<file path="src/rtl/error_accumulator.sv">
// error_accumulator: scores an approximate multiplier over a run of DEPTH
// product beats. Each accepted beat is compared against the exact product.
// The run reports three statistics of |exact - approx|: a saturating sum,
// the maximum, and the count of beats whose error is nonzero.
module error_accumulator #(
  parameter int DEPTH = 16,
  parameter int SUMW  = 24
) (
  input  logic            clk,
  input  logic            rst,
  input  logic            start,
  input  logic            in_valid,
  input  logic [7:0]      in_a,
  input  logic [7:0]      in_b,
  input  logic [15:0]     in_p,
  output logic            ready,
  output logic            busy,
  output logic            done,
  output logic [SUMW-1:0] err_sum,
  output logic [15:0]     err_max,
  output logic [4:0]      err_cnt
);

  typedef enum logic [2:0] {IDLE, CLEAR, COLLECT, DRAIN, REPORT} state_t;

  localparam logic [4:0] LAST_BEAT = 5'(DEPTH - 1);

  state_t        state, state_next;
  logic [4:0]    beat_cnt;
  logic          s1_valid;
  logic [15:0]   s1_exact;
  logic [15:0]   s1_p;
  logic          accept;
  logic [15:0]   err;
  logic [SUMW:0] sum_wide;

  assign ready  = (state == COLLECT);
  assign busy   = (state != IDLE);
  assign done   = (state == REPORT);
  assign accept = ready & in_valid;

  // Next-state logic for the run sequencer
  always_comb begin
    // NOTE: state_next is assigned a default first so that no path through
    // the case leaves it unassigned, which would infer a latch.
    state_next = state;
    case (state)
      IDLE:    if (start) state_next = CLEAR;
      CLEAR:   state_next = COLLECT;
      COLLECT: if (accept && beat_cnt == LAST_BEAT) state_next = DRAIN;
      DRAIN:   state_next = REPORT;
      REPORT:  state_next = IDLE;
      default: state_next = IDLE;
    endcase
  end

  // State register; reset wins over every other input
  always_ff @(posedge clk) begin
    // NOTE: sequential state uses non-blocking assignment so every register
    // samples pre-edge values regardless of the order blocks are evaluated.
    if (rst) state <= IDLE;
    else     state <= state_next;
  end

  // Absolute error of the beat held in stage 1, and the widened sum used
  // to detect overflow before saturating
  always_comb begin
    err      = (s1_exact >= s1_p) ? (s1_exact - s1_p) : (s1_p - s1_exact);
    sum_wide = {1'b0, err_sum} + (SUMW + 1)'(err);
  end

  // Beat counter and stage-1 valid bit
  always_ff @(posedge clk) begin
    if (rst || state == CLEAR) begin
      beat_cnt <= '0;
      s1_valid <= 1'b0;
    end else begin
      s1_valid <= accept;
      if (accept) beat_cnt <= beat_cnt + 5'd1;
    end
  end

  // Stage-1 data registers, qualified by s1_valid
  always_ff @(posedge clk) begin
    // NOTE: pure datapath registers carry no reset; nothing reads them
    // unless s1_valid, which is itself reset.
    if (accept) begin
      s1_exact <= 16'(in_a) * 16'(in_b);
      s1_p     <= in_p;
    end
  end

  // Error statistics: cleared at the start of a run, updated one edge after
  // each stage-1 beat, and otherwise held so results stay stable after REPORT
  always_ff @(posedge clk) begin
    if (rst || state == CLEAR) begin
      err_sum <= '0;
      err_max <= '0;
      err_cnt <= '0;
    end else if (s1_valid) begin
      err_sum <= sum_wide[SUMW] ? {SUMW{1'b1}} : sum_wide[SUMW-1:0];
      if (err > err_max) err_max <= err;
      if (err != 16'd0)  err_cnt <= err_cnt + 5'd1;
    end
  end

endmodule

</file>
<file path="config.mk">
export PLATFORM = sky130hd
export DESIGN_NAME = error_accumulator
export DESIGN_NICKNAME = d
export VERILOG_FILES = /design/src/rtl/error_accumulator.sv
export SDC_FILE = /design/constraint.sdc
export NUM_CORES = 1
export LEC_CHECK = 0
export ABC_CLOCK_PERIOD_IN_PS = 4950
export BUFFER_PORTS_ARGS = -buffer_cell sky130_fd_sc_hd__buf_4
export CAP_MARGIN = 20
export CELL_PAD_IN_SITES_DETAIL_PLACEMENT = 0
export CELL_PAD_IN_SITES_GLOBAL_PLACEMENT = 1
export CORE_UTILIZATION = 35
export CTS_CLUSTER_DIAMETER = 30
export CTS_CLUSTER_SIZE = 16
export DETAILED_ROUTE_END_ITERATION = 10
export PLACE_DENSITY = 0.78
export SLEW_MARGIN = 40
export SYNTH_ARGS = -nofsm -noshare
export SYNTH_HDL_FRONTEND = slang
export SYNTH_SLANG_ARGS = --single-unit
</file>
<file path="constraint.sdc">
create_clock -name clk -period 4.95 [get_ports clk]
set_input_delay 0.495 -clock clk [delete_from_list [all_inputs] [get_ports clk]]
set_output_delay 0.495 -clock clk [all_outputs]
set_load 0.01 [all_outputs]
</file>
==> results of run 1 <==
layer usage:
| layer | routed length [um] | share of wire [%] | track usage (%) | up-vias |
|---|---|---|---|---|
| met2 | 8646 | 46 | 27.47 | 123 |
| met4 | 366 | 2.0 | 4.810 | 0 |
| met5 | 0 | 0 | 0 | - |
| met1 | 9007 | 48 | 21.01 | 3073 |
| met3 | 615 | 3.3 | 2.452 | 21 |
| li1 | - | - | - | 3422 |
stage by stage:
step	area, sq um	hold slack, ns
after floorplan	8103	0.4714
after global placement	9199	0.4663
after detailed placement	9221	0.4842
after CTS	9517	0.3006
after global routing	9632	0.3042
final	9632	0.3130
registers in the layout (all words and copies together), names as in the netlist:
signal and cells:
err_cnt 5, beat_cnt 5, err_sum 24, s1_exact 16
state 3, s1_valid 1, err_max 16, s1_p 16
cell families after synthesis:
kind of cell | after synthesis | share of synthesized area (%)
AND/OR/NAND/NOR | 265 | 17.02
AO/OA/AOI/OAI | 227 | 19.21
buffers and inverters | 155 | 7.458
adder cells (fa/ha/maj) | 142 | 25.54
flip-flops | 86 | 25.20
XOR/XNOR | 39 | 4.215
multiplexers | 11 | 1.359
final cells by class:
type / instances / area, sq um
fillers: 2258 / 13010
multi-input cells: 684 / 5555
flip-flops and latches: 86 / 2043
repair buffers: 120 / 912.1
inverters: 125 / 469.2
well taps: 285 / 356.6
clock buffers: 9 / 225.2
clock inverters: 7 / 70.07
worst max-delay path by stage:
stage	cells past startpoint	end	slack, ns
global route	21	err_sum[0]	0.02
global placement	18	s1_exact[14]	0.15
finish	20	err_sum[2]	0.28
floorplan	23	err_sum[6]	0.17
CTS	22	err_sum[21]	0.06
detailed placement	18	s1_exact[13]	0.08
cells in the mapped netlist, drive strengths merged, types with 8 or more instances:
master  instances
a211oi         15
a21o           22
a21oi          67
a31oi           9
and2           46
and3            8
buf            10
clkbuf         20
dfxtp          54
edfxtp         32
fa             39
ha            103
inv           125
mux2i          11
nand2          61
nand3          19
nand4          16
nor2           53
nor2b          15
nor3           10
o21a            9
o21ai          48
or3            10
xnor2          23
xor2           16
placed cells by master, fill, tap and decap left out, types with 14 or more instances in the layout:
master and count:
nand4_1 16, nand3_1 18, ha_1 103, fa_1 39
a21o_1 22, xor2_1 15, and2_1 45, a211oi_1 14
dfxtp_1 53, edfxtp_1 32, nor2_1 52, inv_1 125
a21oi_1 63, o21ai_0 43, buf_4 117, nand2_1 60
nor2b_1 14, xnor2_1 21
timing repair:
| action | CTS | global route |
|---|---|---|
| buffers inserted | 0 | 4 |
| setup endpoints to repair | 0 | 38 |
| gates resized for setup | 0 | 22 |
power breakdown:
part,total [W],internal [W],leakage [nW],switching [W]
clock network,0.000698,0.000393,0.151,0.000305
logic,0.00114,0.000524,3.54,0.000621
registers,0.000814,0.000796,0.727,0.0000187
total,0.00266,0.00171,4.41,0.000944
==> results.yml, run 1 <==
status:
  run_status: "complete, no violations"
synth:
  synthArstFlopShare_pct: 0
  synthDistinctLibCells: 74
  synth_area_leaders: "ha_1, dfxtp_1, edfxtp_1"
  syn_area_sq_um: 8103
  synth_nets: 1103
  synthDominantCellAreaShare_pct: 15.90
  syn_inst: 925
  synth_edf_count: 32
  syn_avg_cell_area_sq_um: 8.760
  synth_ff_type: "dfxtp_1"
  synth-seq-area-share_pct: 25.20
  yosysTopAreaCell: "ha_1"
  yosysWarnings: 0
  ys_ff_latch: 86
worst_setup_path:
  crit_top_cell: "buf_4"
  r2r-end: "err_sum[2]"
  cp.arrival_ns: 4.92
  crit_family: "compound AO/OA/AOI/OAI gates"
  max_stage_delay_ns: 0.47
  critPathCaptureType: "register"
  reg2reg_slack_ns: 0.28
  worstPathRequired_ns: 5.20
  cp_max_fo: 16
  crit_buf_inv: 5
  crit_chain: "inv_1, ha_1, and4_1, nor3_1, buf_4, a2111o_1, nand3_4, buf_4, mux2i_1, xor2_2, buf_4, ha_1, and4_1, a221o_1, a21oi_2, o21ai_0, nor2b_2, nor2b_1, buf_6, a21oi_1"
  cp_slowest_cell: "a2111o_1"
  reg2regPathDepth: 20
  cp-start-kind: "register"
  timing.rr.start: "s1_exact[1]"
  crit_type: "reg -> reg"
  cp-startpoint: "s1_exact[1]"
pwr:
  ir_drop_v: 0.0001758
  powerDensity_nw_per_um2: 275.9
  p_leak_nw: 4.414
  total_power_w: 0.002657
routing:
  drt_iter0_markers: 244
  ant_nets: 0
  first_pass_iters: 5
  routed_via_density: 5.045
  routedWlPerCell_um: 14.16
  drc: 0
  vias: 6639
  drt_wl_total_um: 18640
global_routing:
  grt_pass1_wl_um: 31050
  antenna_found_initial: 0
  grt_usage_pct: 16.14
  grt_max_degree: 40
  grt_pass1_vias: 6424
  grt-ovfl-total: 0
clocking:
  cts_tree: "done"
  clockBufferDepth: 2
  clkTransAtPathRegs_ns: 0.07
  ctsHoldBuffers: 0
  clk_latency_ns: 0.36
  numCtsBuffers: 9
  htreeDepth: 3
  cts_root_buffer: "clkbuf_16"
  clkSinkCount: 86
timing:
  setup_tns_ns: 0
  timing.final.crit_share_pct: 94.34
  timing.final.ws_setup_ns: 0.2803
  finalMaxSlewViolations: 0
  setup-violations-final: 0
  max_freq_ghz: 0.2141
  tightest_slew_ns: 0.7220
  hold_viol_final: 0
  rsz0062_at_grt: "false"
  finClkSkew_ns: 0.01054
  slew_headroom_pct: 51.82
  post-route-min-period_ns: 4.670
finish:
  syn_to_final_growth_pct: 18.87
  fin_util_pct: 42.54
  drive_gt1_share_pct: 16.78
  num_antenna_cells: 0
  fin_nets: 1204
  stdcell_count: 1316
die:
  fp-row-count: 55
  dieArea_sq_um: 23760
  start_util_pct: 35.79
  fp.dieW_um: 154.2
  die-height_um: 154.2
  num_io_pins: 84
  core_sq_um: 22640
hold_path:
  min-delay-start: "in_p[10]"
  hold_depth: 1
  hold_end: "s1_p[10]"
  hold_path_class: "in -> reg"
placed_design:
  dp_hpwl_um: 15230
  place_inst: 1296
  portBuffers: 83
  gp_congestion: 0.8794
  pre_cts_ws_ns: 0.08215
run:
  cap_viol_max_count: 0
Power figures use the tool's default switching activity.
==> run 2: changes to the inputs <==
--- a/config.mk
+++ b/config.mk
@@ -15,6 +15,7 @@
 export CTS_CLUSTER_SIZE = 16
 export DETAILED_ROUTE_END_ITERATION = 10
 export PLACE_DENSITY = 0.78
+export REMOVE_ABC_BUFFERS = 1
 export SLEW_MARGIN = 40
 export SYNTH_ARGS = -nofsm -noshare
 export SYNTH_HDL_FRONTEND = slang
==> results.yml, run 2 (synthesis gave the netlist of run 1 again) <==
hold_path:
  hold_end: "s1_p[10]"
  hold_depth: 1
  hold_path_class: "in -> reg"
  min-delay-start: "in_p[10]"
worst_setup_path:
  critPathCaptureType: "register"
  reg2reg_slack_ns: 0.34
  crit_chain: "inv_1, ha_1, inv_1, fa_1, nand3_1, and2_4, a2111oi_4, buf_4, nor3_4, buf_4, a21oi_1, nor2_1, ha_1, or4_1, o21a_1, a221o_1, a21oi_1, o21ai_0, nor2b_2, nor2b_1, buf_6, a21oi_1"
  crit_top_cell: "a21oi_1"
  cp.arrival_ns: 4.84
  r2r-end: "err_sum[9]"
  cp_max_fo: 16
  max_stage_delay_ns: 0.41
  cp-start-kind: "register"
  reg2regPathDepth: 22
  worstPathRequired_ns: 5.18
  cp_slowest_cell: "or4_1"
  crit_type: "reg -> reg"
  timing.rr.start: "s1_exact[0]"
status:
  run_status: "complete, no violations"
clocking:
  clkSinkCount: 86
  clkTransAtPathRegs_ns: 0.07
  clk_latency_ns: 0.35
  cts_tree: "done"
  ctsHoldBuffers: 0
  clockBufferDepth: 2
  numCtsBuffers: 9
  cts_root_buffer: "clkbuf_16"
  htreeDepth: 3
pwr:
  clockPowerShare_pct: 25.6
  comb_power_share_pct: 43.4
  switching_share_pct: 36.14
  p_sw_w: 0.0009500
  ir_drop_v: 0.0001782
  powerDensity_nw_per_um2: 271.5
  intPower_w: 0.001679
  p_leak_nw: 4.465
  p_seq_share_pct: 31.0
global_routing:
  grt_pass1_vias: 6596
  grt_pass1_wl_um: 32080
  antenna_found_initial: 0
  grt_max_degree: 40
  grt-ovfl-total: 0
  grt_usage_pct: 16.69
timing:
  timing.final.ws_setup_ns: 0.3368
  setup-violations-final: 0
  timing.final.crit_share_pct: 93.20
  setup_tns_ns: 0
  tightest_slew_ns: 0.6542
  post-route-min-period_ns: 4.613
  finClkSkew_ns: 0.01265
  max_freq_ghz: 0.2168
  slew_headroom_pct: 56.38
  finalMaxSlewViolations: 0
  hold_viol_final: 0
routing:
  vias: 6761
  first_pass_iters: 5
  ant_nets: 0
  routedWlPerCell_um: 14.30
  drc: 0
  drt_wl_total_um: 19020
  routed_via_density: 5.083
  drt_iter0_markers: 239
placed_design:
  pre_cts_ws_ns: 0.08614
  portBuffers: 83
  dp_hpwl_um: 15640
  gp_congestion: 0.8932
die:
  start_util_pct: 35.79
  core_sq_um: 22640
  die-height_um: 154.2
  num_io_pins: 84
  fp-row-count: 55
  dieArea_sq_um: 23760
  fp.dieW_um: 154.2
finish:
  syn_to_final_growth_pct: 19.49
  fin_nets: 1218
  num_antenna_cells: 0
  final_common_cell: "buf_4"
  largest_register_ff_count: 24
  drive_gt1_share_pct: 17.22
  top_register: "err_sum"
  layout_common_cells: "buf_4, inv_1, ha_1"
run:
  cap_viol_max_count: 0
[run 2: cell types whose count changed in the layout (fill, tap and decap cells not counted), moves of 2 or more]
cell and change:
inv_4 -2, inv_8 +2, a21oi_2 -2, buf_4 +16, a21oi_1 +2, buf_6 -2
[run 2: metrics by stage]
stage,cells,hold WS [ns],utilization (%),power [W],instance area (sq um)
floorplan,895,0.4714,-,0.001657,7968
global placement,1312,0.4738,41.23,0.001948,9334
detailed placement,1312,0.4829,41.23,0.001969,9335
CTS,1328,0.3032,42.51,0.002657,9624
global route,1330,0.2988,42.76,0.002860,9682
finish,1330,0.3150,42.76,0.002629,9682
[run 2: final cells by class]
cell class,count,area (sq um)
fillers,2275,12960
clock inverters,6,50.05
repair buffers,134,1010
clock buffers,10,239.0
flip-flops and latches,86,2043
multi-input cells,684,5514
inverters,125,469.2
well taps,285,356.6
[run 2: repair_timing]
| action | CTS | global route |
|---|---|---|
| resized for setup | 0 | 12 |
| endpoints found under the hold margin | 0 | 0 |
| setup endpoints to repair | 0 | 37 |
| setup buffers | 0 | 2 |
[run 2: layer usage]
| layer | GRT usage, % | part of all wire [%] | vias up |
|---|---|---|---|
| li1 | - | - | 3454 |
| met1 | 21.28 | 48 | 3168 |
| met2 | 29.11 | 48 | 121 |
| met3 | 2.537 | 3.5 | 18 |
| met4 | 4.667 | 1.4 | 0 |
| met5 | 0 | 0 | - |
[run 2: worst max path at each step]
stage	startpoint	endpoint
floorplan	s1_p[3]	err_max[0]
global route	s1_exact[0]	err_sum[9]
CTS	s1_exact[0]	err_sum[23]
global placement	in_b[7]	s1_exact[13]
detailed placement	in_b[7]	s1_exact[13]
finish	s1_exact[0]	err_sum[9]
[run 2: critical path: cells and delay by family, from the launching register on]
kind,cells,cell delay (ns)
simple gates,7,1.29
fa+ha+maj,3,0.69
flops,1,0.35
buf+inv,5,0.69
compound gates,7,1.46
[run 2: power by group through the flow]
stage / logic [W] / clock network (W) / registers [W]
floorplan: 0.000829 / 0 / 0.000828
global placement: 0.00112 / 0 / 0.000829
detailed placement: 0.00114 / 0 / 0.000830
CTS: 0.00114 / 0.000698 / 0.000814
global route: 0.00131 / 0.000729 / 0.000818
finish: 0.00114 / 0.000673 / 0.000814
